### src/rtl/mcdt_pkt_fmt.sv
// mcdt_pkt_fmt: buffers the mcdt word stream into three per-channel FIFOs
// and emits fixed-length packets (header + PKT_LEN payload words) from one
// channel at a time on a valid/ready stream, with round-robin channel choice.
module mcdt_pkt_fmt #(
    parameter int FIFO_DEPTH = 32,
    parameter int PKT_LEN    = 4
) (
    input  logic        clk_i,
    input  logic        rstn_i,
    input  logic [31:0] mcdt_data_i,
    input  logic        mcdt_val_i,
    input  logic [1:0]  mcdt_id_i,
    output logic [31:0] fmt_data_o,
    output logic        fmt_valid_o,
    input  logic        fmt_ready_i,
    output logic        fmt_sop_o,
    output logic        fmt_eop_o,
    output logic [1:0]  fmt_id_o,
    output logic [2:0]  ovf_o,
    output logic        bad_id_o
);

    localparam int AW = $clog2(FIFO_DEPTH);
    localparam int CW = AW + 1;
    localparam logic [CW-1:0] DEPTH_C = CW'(FIFO_DEPTH);
    localparam logic [CW-1:0] PLEN_C  = CW'(PKT_LEN);
    localparam logic [7:0]    PLEN8_C = 8'(PKT_LEN);
    localparam logic [7:0]    LAST_C  = 8'(PKT_LEN - 1);

    typedef enum logic [1:0] {S_IDLE, S_HEAD, S_PAYLOAD} state_t;

    state_t                  state_q, state_d;
    logic [1:0]              ch_q, ch_d;
    logic [1:0]              rr_q, rr_d;
    logic [7:0]              beat_q, beat_d;
    logic [2:0][7:0]         seq_q, seq_d;
    logic [2:0][CW-1:0]      cnt_q, cnt_d;
    logic [2:0][AW-1:0]      wptr_q, wptr_d;
    logic [2:0][AW-1:0]      rptr_q, rptr_d;
    logic [2:0]              elig_q, elig_d;
    logic [2:0]              ovf_q, ovf_d;
    logic                    bad_q, bad_d;
    logic [2:0]              push, pop;
    logic                    found;
    logic [1:0]              win;
    logic [31:0]             rd_word;
    logic [31:0]             mem_q [3][FIFO_DEPTH];

    // Capture side: full test uses the pre-pop count, so a same-cycle pop
    // never makes room. elig_q lags the count by one cycle, which gives the
    // two-edge push-to-header latency.
    always_comb begin
        push   = '0;
        pop    = '0;
        cnt_d  = cnt_q;
        wptr_d = wptr_q;
        rptr_d = rptr_q;
        ovf_d  = ovf_q;
        bad_d  = bad_q;
        elig_d = '0;
        for (int c = 0; c < 3; c++) begin
            if (mcdt_val_i && mcdt_id_i == 2'(c)) begin
                if (cnt_q[c] < DEPTH_C) push[c] = 1'b1;
                else                    ovf_d[c] = 1'b1;
            end
            pop[c] = (state_q == S_PAYLOAD) && fmt_ready_i && (ch_q == 2'(c));
            if (push[c]) wptr_d[c] = wptr_q[c] + 1'b1;
            if (pop[c])  rptr_d[c] = rptr_q[c] + 1'b1;
            case ({push[c], pop[c]})
                2'b10:   cnt_d[c] = cnt_q[c] + 1'b1;
                2'b01:   cnt_d[c] = cnt_q[c] - 1'b1;
                default: ;
            endcase
            elig_d[c] = (cnt_q[c] >= PLEN_C);
        end
        if (mcdt_val_i && mcdt_id_i == 2'd3) bad_d = 1'b1;
    end

    // Packet FSM: round-robin pick in IDLE, then header, then payload beats.
    // The live count is ANDed in so a stale elig_q right after a pop is ignored.
    always_comb begin
        state_d = state_q;
        ch_d    = ch_q;
        rr_d    = rr_q;
        beat_d  = beat_q;
        seq_d   = seq_q;
        found   = 1'b0;
        win     = rr_q;
        for (int k = 1; k <= 3; k++) begin
            int idx;
            idx = (int'(rr_q) + k) % 3;
            if (!found && elig_q[idx] && cnt_q[idx] >= PLEN_C) begin
                found = 1'b1;
                win   = 2'(idx);
            end
        end
        case (state_q)
            S_IDLE: begin
                if (found) begin
                    ch_d    = win;
                    rr_d    = win;
                    state_d = S_HEAD;
                end
            end
            S_HEAD: begin
                if (fmt_ready_i) begin
                    beat_d  = '0;
                    state_d = S_PAYLOAD;
                end
            end
            S_PAYLOAD: begin
                if (fmt_ready_i) begin
                    beat_d = beat_q + 8'd1;
                    if (beat_q == LAST_C) begin
                        seq_d[ch_q] = seq_q[ch_q] + 8'd1;
                        state_d     = S_IDLE;
                    end
                end
            end
            default: state_d = S_IDLE;
        endcase
    end

    // Head word of the active channel's FIFO.
    always_comb begin
        case (ch_q)
            2'd1:    rd_word = mem_q[1][rptr_q[1]];
            2'd2:    rd_word = mem_q[2][rptr_q[2]];
            default: rd_word = mem_q[0][rptr_q[0]];
        endcase
    end

    // Output decode from registered state only; stable while stalled.
    always_comb begin
        fmt_valid_o = (state_q == S_HEAD) || (state_q == S_PAYLOAD);
        fmt_sop_o   = (state_q == S_HEAD);
        fmt_eop_o   = (state_q == S_PAYLOAD) && (beat_q == LAST_C);
        fmt_id_o    = fmt_valid_o ? ch_q : 2'd0;
        fmt_data_o  = '0;
        if (state_q == S_HEAD)
            fmt_data_o = {8'hA5, 6'b0, ch_q, PLEN8_C, seq_q[ch_q]};
        else if (state_q == S_PAYLOAD)
            fmt_data_o = rd_word;
        ovf_o    = ovf_q;
        bad_id_o = bad_q;
    end

    // FIFO storage; pointers alone define contents, so no reset needed.
    always_ff @(posedge clk_i) begin
        for (int c = 0; c < 3; c++)
            if (push[c]) mem_q[c][wptr_q[c]] <= mcdt_data_i;
    end

    // Control state; reset abandons any packet and empties every FIFO.
    always_ff @(posedge clk_i or negedge rstn_i) begin
        if (!rstn_i) begin
            state_q <= S_IDLE;
            ch_q    <= 2'd0;
            rr_q    <= 2'd2;
            beat_q  <= '0;
            seq_q   <= '0;
            cnt_q   <= '0;
            wptr_q  <= '0;
            rptr_q  <= '0;
            elig_q  <= '0;
            ovf_q   <= '0;
            bad_q   <= 1'b0;
        end else begin
            state_q <= state_d;
            ch_q    <= ch_d;
            rr_q    <= rr_d;
            beat_q  <= beat_d;
            seq_q   <= seq_d;
            cnt_q   <= cnt_d;
            wptr_q  <= wptr_d;
            rptr_q  <= rptr_d;
            elig_q  <= elig_d;
            ovf_q   <= ovf_d;
            bad_q   <= bad_d;
        end
    end

endmodule

### config.mk
export PLATFORM = sky130hd
export DESIGN_NAME = mcdt_pkt_fmt
export DESIGN_NICKNAME = d
export VERILOG_FILES = /design/src/rtl/mcdt_pkt_fmt.sv
export SDC_FILE = /design/constraint.sdc
export NUM_CORES = 2
export LEC_CHECK = 0
export ABC_AREA = 1
export CAP_MARGIN = 20
export CORE_ASPECT_RATIO = 0.9
export CORE_MARGIN = 3
export CORE_UTILIZATION = 42
export CTS_CLUSTER_DIAMETER = 60
export DETAILED_ROUTE_END_ITERATION = 8
export HOLD_SLACK_MARGIN = 0.15
export PLACE_DENSITY_LB_ADDON = 0.05
export SLEW_MARGIN = 0
export SYNTH_ARGS = -nofsm -noshare
export SYNTH_HDL_FRONTEND = slang
export SYNTH_SLANG_ARGS = --single-unit
### constraint.sdc
create_clock -name clk_i -period 5.8 [get_ports clk_i]
set_input_delay 1.16 -clock clk_i [delete_from_list [all_inputs] [get_ports clk_i]]
set_output_delay 1.16 -clock clk_i [all_outputs]
set_load 0.01 [all_outputs]
==> key figures <==
Global route
  – GRT Overall Usage: 26.4%
  – Initial antenna violation count: 26
  – First-pass GRT wire length: 608 mm
  – Largest net degree at the start of global routing: 124
  – Vias in the first global route: 82.9k
  – Global route overflow: 0

Placed design
  – Placed cell area: 0.137 mm^2
  – Port Buffers: 78
  – GP Congestion: 0.817
  – Detailed placer's ending HPWL: 240 mm
  – Placed cells: 15.2k

Final layout
  – P&R area growth vs syn: 13.8%
  – Design area: 0.148 mm^2
  – Layout cells sized above 1: 8.69%
  – Non-filler cells in the finished layout: 15.9k
  – NumNets Final: 11.6k

Drt
  – Avg WL per Cell: 26.7 um
  – Initial drt markers: 8,798
  – DRT Pass-1 Iters: 6
  – DR DRC count: 0
  – Vias: 86.3k
  – Final wirelength: 424 mm
  – Avg Vias per Cell: 5.44
  – Antenna-violating nets left: 0

Power and ir drop
  – Cell Pwr Density: 487 mW/mm^2
  – VDD IR max: 0.000442 V
  – Lkg Pwr: 53.9 nW

Clock network
  – TritonCTS buffer count: 345
  – Clock slew at reported path FFs: 0.06 ns
  – Clock buffer depth: 4
  – Clk_lat worst skew: 0.94 ns
  – Hold_buf cts: 0
  – CTS tree: built
  – H-tree levels: 5
  – CTS sink cnt: 3,164
  – Root buf cell: clkbuf_16

STA
  – Fin. max-slew vios: 0
  – Worst-Margin Slew: 1.12 ns
  – Crit share post-route: 98.9%
  – Fmax: 0.174 GHz
  – RSZ-0062 raised after global routing: no
  – Final hold slack: 0.275 ns
  – Slew HR: 25.2%
  – # setup viols final: 0
  – Fin Clk Skew: 0.0448 ns
  – Minimum clock period: 5.73 ns
  – Final Hold Fails: 0
  – Setup TNS: 0 ns

Die
  – Core Rows: 193
  – Die H: 534 um
  – Core area: 0.308 mm^2
  – Initial Util: 42.3%
  – Die area: 0.317 mm^2
  – Die extent in x: 593 um
  – Num ports: 79

Critical path
  – Cells on worst reg2reg path: 14
  – Slowest stage delay, CP: 0.59 ns
  – Worst path cell trace: buf_12 > nand2_1 > nand3_1 > nand3_1 > nand2_1 > nor2_1 > nand2_2 > nand3_1 > nand3_1 > nand2_1 > nand2_1 > clkdlybuf4s50_1
  – Arrival time at the worst endpoint: 4.57 ns
  – Crit. End Element: output pin
  – Slowest CP cell: dfrtp_4
  – Type of the worst setup path: flop to output pin
  – Crit-path max FO: 83
  – Reg2reg setup slack: 1.54 ns
  – R2r endpoint: cnt_q[10]
  – Startpoint types: flop
  – Critical Path RT: 4.64 ns
  – FF-to-FF Start: ch_q[1]

Synth
  – Share of the yosys chip area belonging to registers: 72.6%
  – Syn nets: 11.5k
  – Synth cell types: 37
  – Synth Register Bits: 3,164
  – Synth Cell Area: 0.130 mm^2
  – Post-Syn Instances: 11.4k
  – Yosys warns: 0
  – Syn avg cell area: 11.4 um^2

Status
  – Outcome: completed

Min path
  – HP Class: input port to asynchronous set/reset pin

Flow run
  – MaxCap Viol Count: 0
power breakdown:
part           internal, W  switching [W]
registers           0.0255       0.000400
logic              0.00658         0.0182
clock network       0.0124        0.00910
final cells by class:
type | instances | area (um^2)
Timing Repair Buffer | 433 | 4330
Clock buffer | 449 | 9330
Tap cell | 4095 | 5120
Sequential cell | 3164 | 94600
Inverter | 428 | 1700
Multi-Input combinational cell | 7126 | 31500
Fill cell | 27600 | 160000
Clock inverter | 166 | 1500
Antenna cell | 10 | 25.0
Timing Repair inverter | 1 | 8.76
metrics by stage:
step           setup slack (ns)  power, W  util [%]
6_report                 0.0657    0.0722      48.1
5_1_grt                  0.0128    0.0757      48.1
4_1_cts                 0.00139    0.0725      48.1
3_5_place_dp              0.610    0.0508      44.5
3_3_place_gp              0.637    0.0508      44.5
2_1_floorplan             0.279    0.0406         -
worst max-delay path by stage:
stage                 startpoint             end  cells after the start
finish                rptr_q[10]  fmt_data_o[17]                     12
global route           rptr_q[6]   fmt_data_o[4]                     15
CTS                   rptr_q[10]   fmt_data_o[6]                     13
detailed placement    rptr_q[10]   fmt_data_o[4]                     14
global placement      rptr_q[10]   fmt_data_o[1]                     13
floorplan           mcdt_id_i[1]  mem_q[0][2048]                      7
sequential cells by signal (all words and copies together) (netlist names):
register and cells:
beat_q 8, rr_q 1, elig_q 3, ch_q 2
cnt_q 18, wptr_q 15, ovf_o 3, rptr_q 15
bad_id_o 1, state_q 2, seq_q 24, mem_q 3072
repair_timing:
action	4_1_cts	5_1_grt
setup buffers	0	7
setup endpoints to repair	28	15
gates cloned	3	0
gates resized for setup	32	13
critical path, delay by kind of cell (launching register included):
family | cells | cell delay, ns
buffers and inverters | 2 | 0.75
DFF | 1 | 0.59
and+or+nand+nor | 10 | 2.19
cell usage after synthesis, drive strengths merged:
master | instances | area, um^2
a21o | 2 | 15.0
a21oi | 202 | 1010
a22o | 1 | 8.76
a31o | 3 | 26.3
a31oi | 3 | 18.8
buf | 443 | 2530
clkbuf | 216 | 811
clkinv | 5 | 18.8
dfrtp | 91 | 2280
dfstp | 1 | 26.3
edfxtp | 3072 | 92200
fa | 3 | 60.1
ha | 40 | 500
inv | 423 | 1590
nand2 | 3501 | 13100
nand3 | 1815 | 9080
nand4 | 8 | 50.1
nor2 | 1025 | 3860
nor3 | 5 | 25.0
nor4 | 4 | 25.0
o211ai | 36 | 270
o21ai | 431 | 2160
o22ai | 2 | 12.5
o32ai | 3 | 26.3
or2 | 8 | 50.1
xnor2 | 8 | 70.1
xor2 | 26 | 228
cells in the final DEF, fill, tap and decap left out, drive strengths merged, types with 8 or more instances in the layout:
master / n
inv: 444
xnor2: 8
nor2: 1025
nand2: 3501
edfxtp: 3072
clkdlybuf4s50: 45
xor2: 26
nand3: 1815
clkinv: 123
buf: 386
or2: 8
ha: 40
o211ai: 36
o21ai: 431
bufinv: 24
dfrtp: 91
nand4: 8
diode: 10
a21oi: 202
clkbuf: 449
metal layers:
metal / share of wire [%] / track usage [%] / up-vias
met5: 0.0064 / 0 / -
met4: 3.5 / 8.95 / 4
met3: 6.1 / 3.19 / 568
met2: 46 / 41.3 / 2978
met1: 44 / 38.3 / 43300
li1: - / - / 39500
cell families (layout without fill, tap and decap cells):
logic type	Yosys count	after routing	synth area share, %
compound gates	683	683	2.72
xor+xnor	34	34	0.229
fa+ha+maj	43	43	0.431
buf+inv	1087	1477	3.81
flops	3164	3164	72.6
other cells	0	10	0
simple gates	6366	6366	20.2
(Power assumes the default switching activity.)
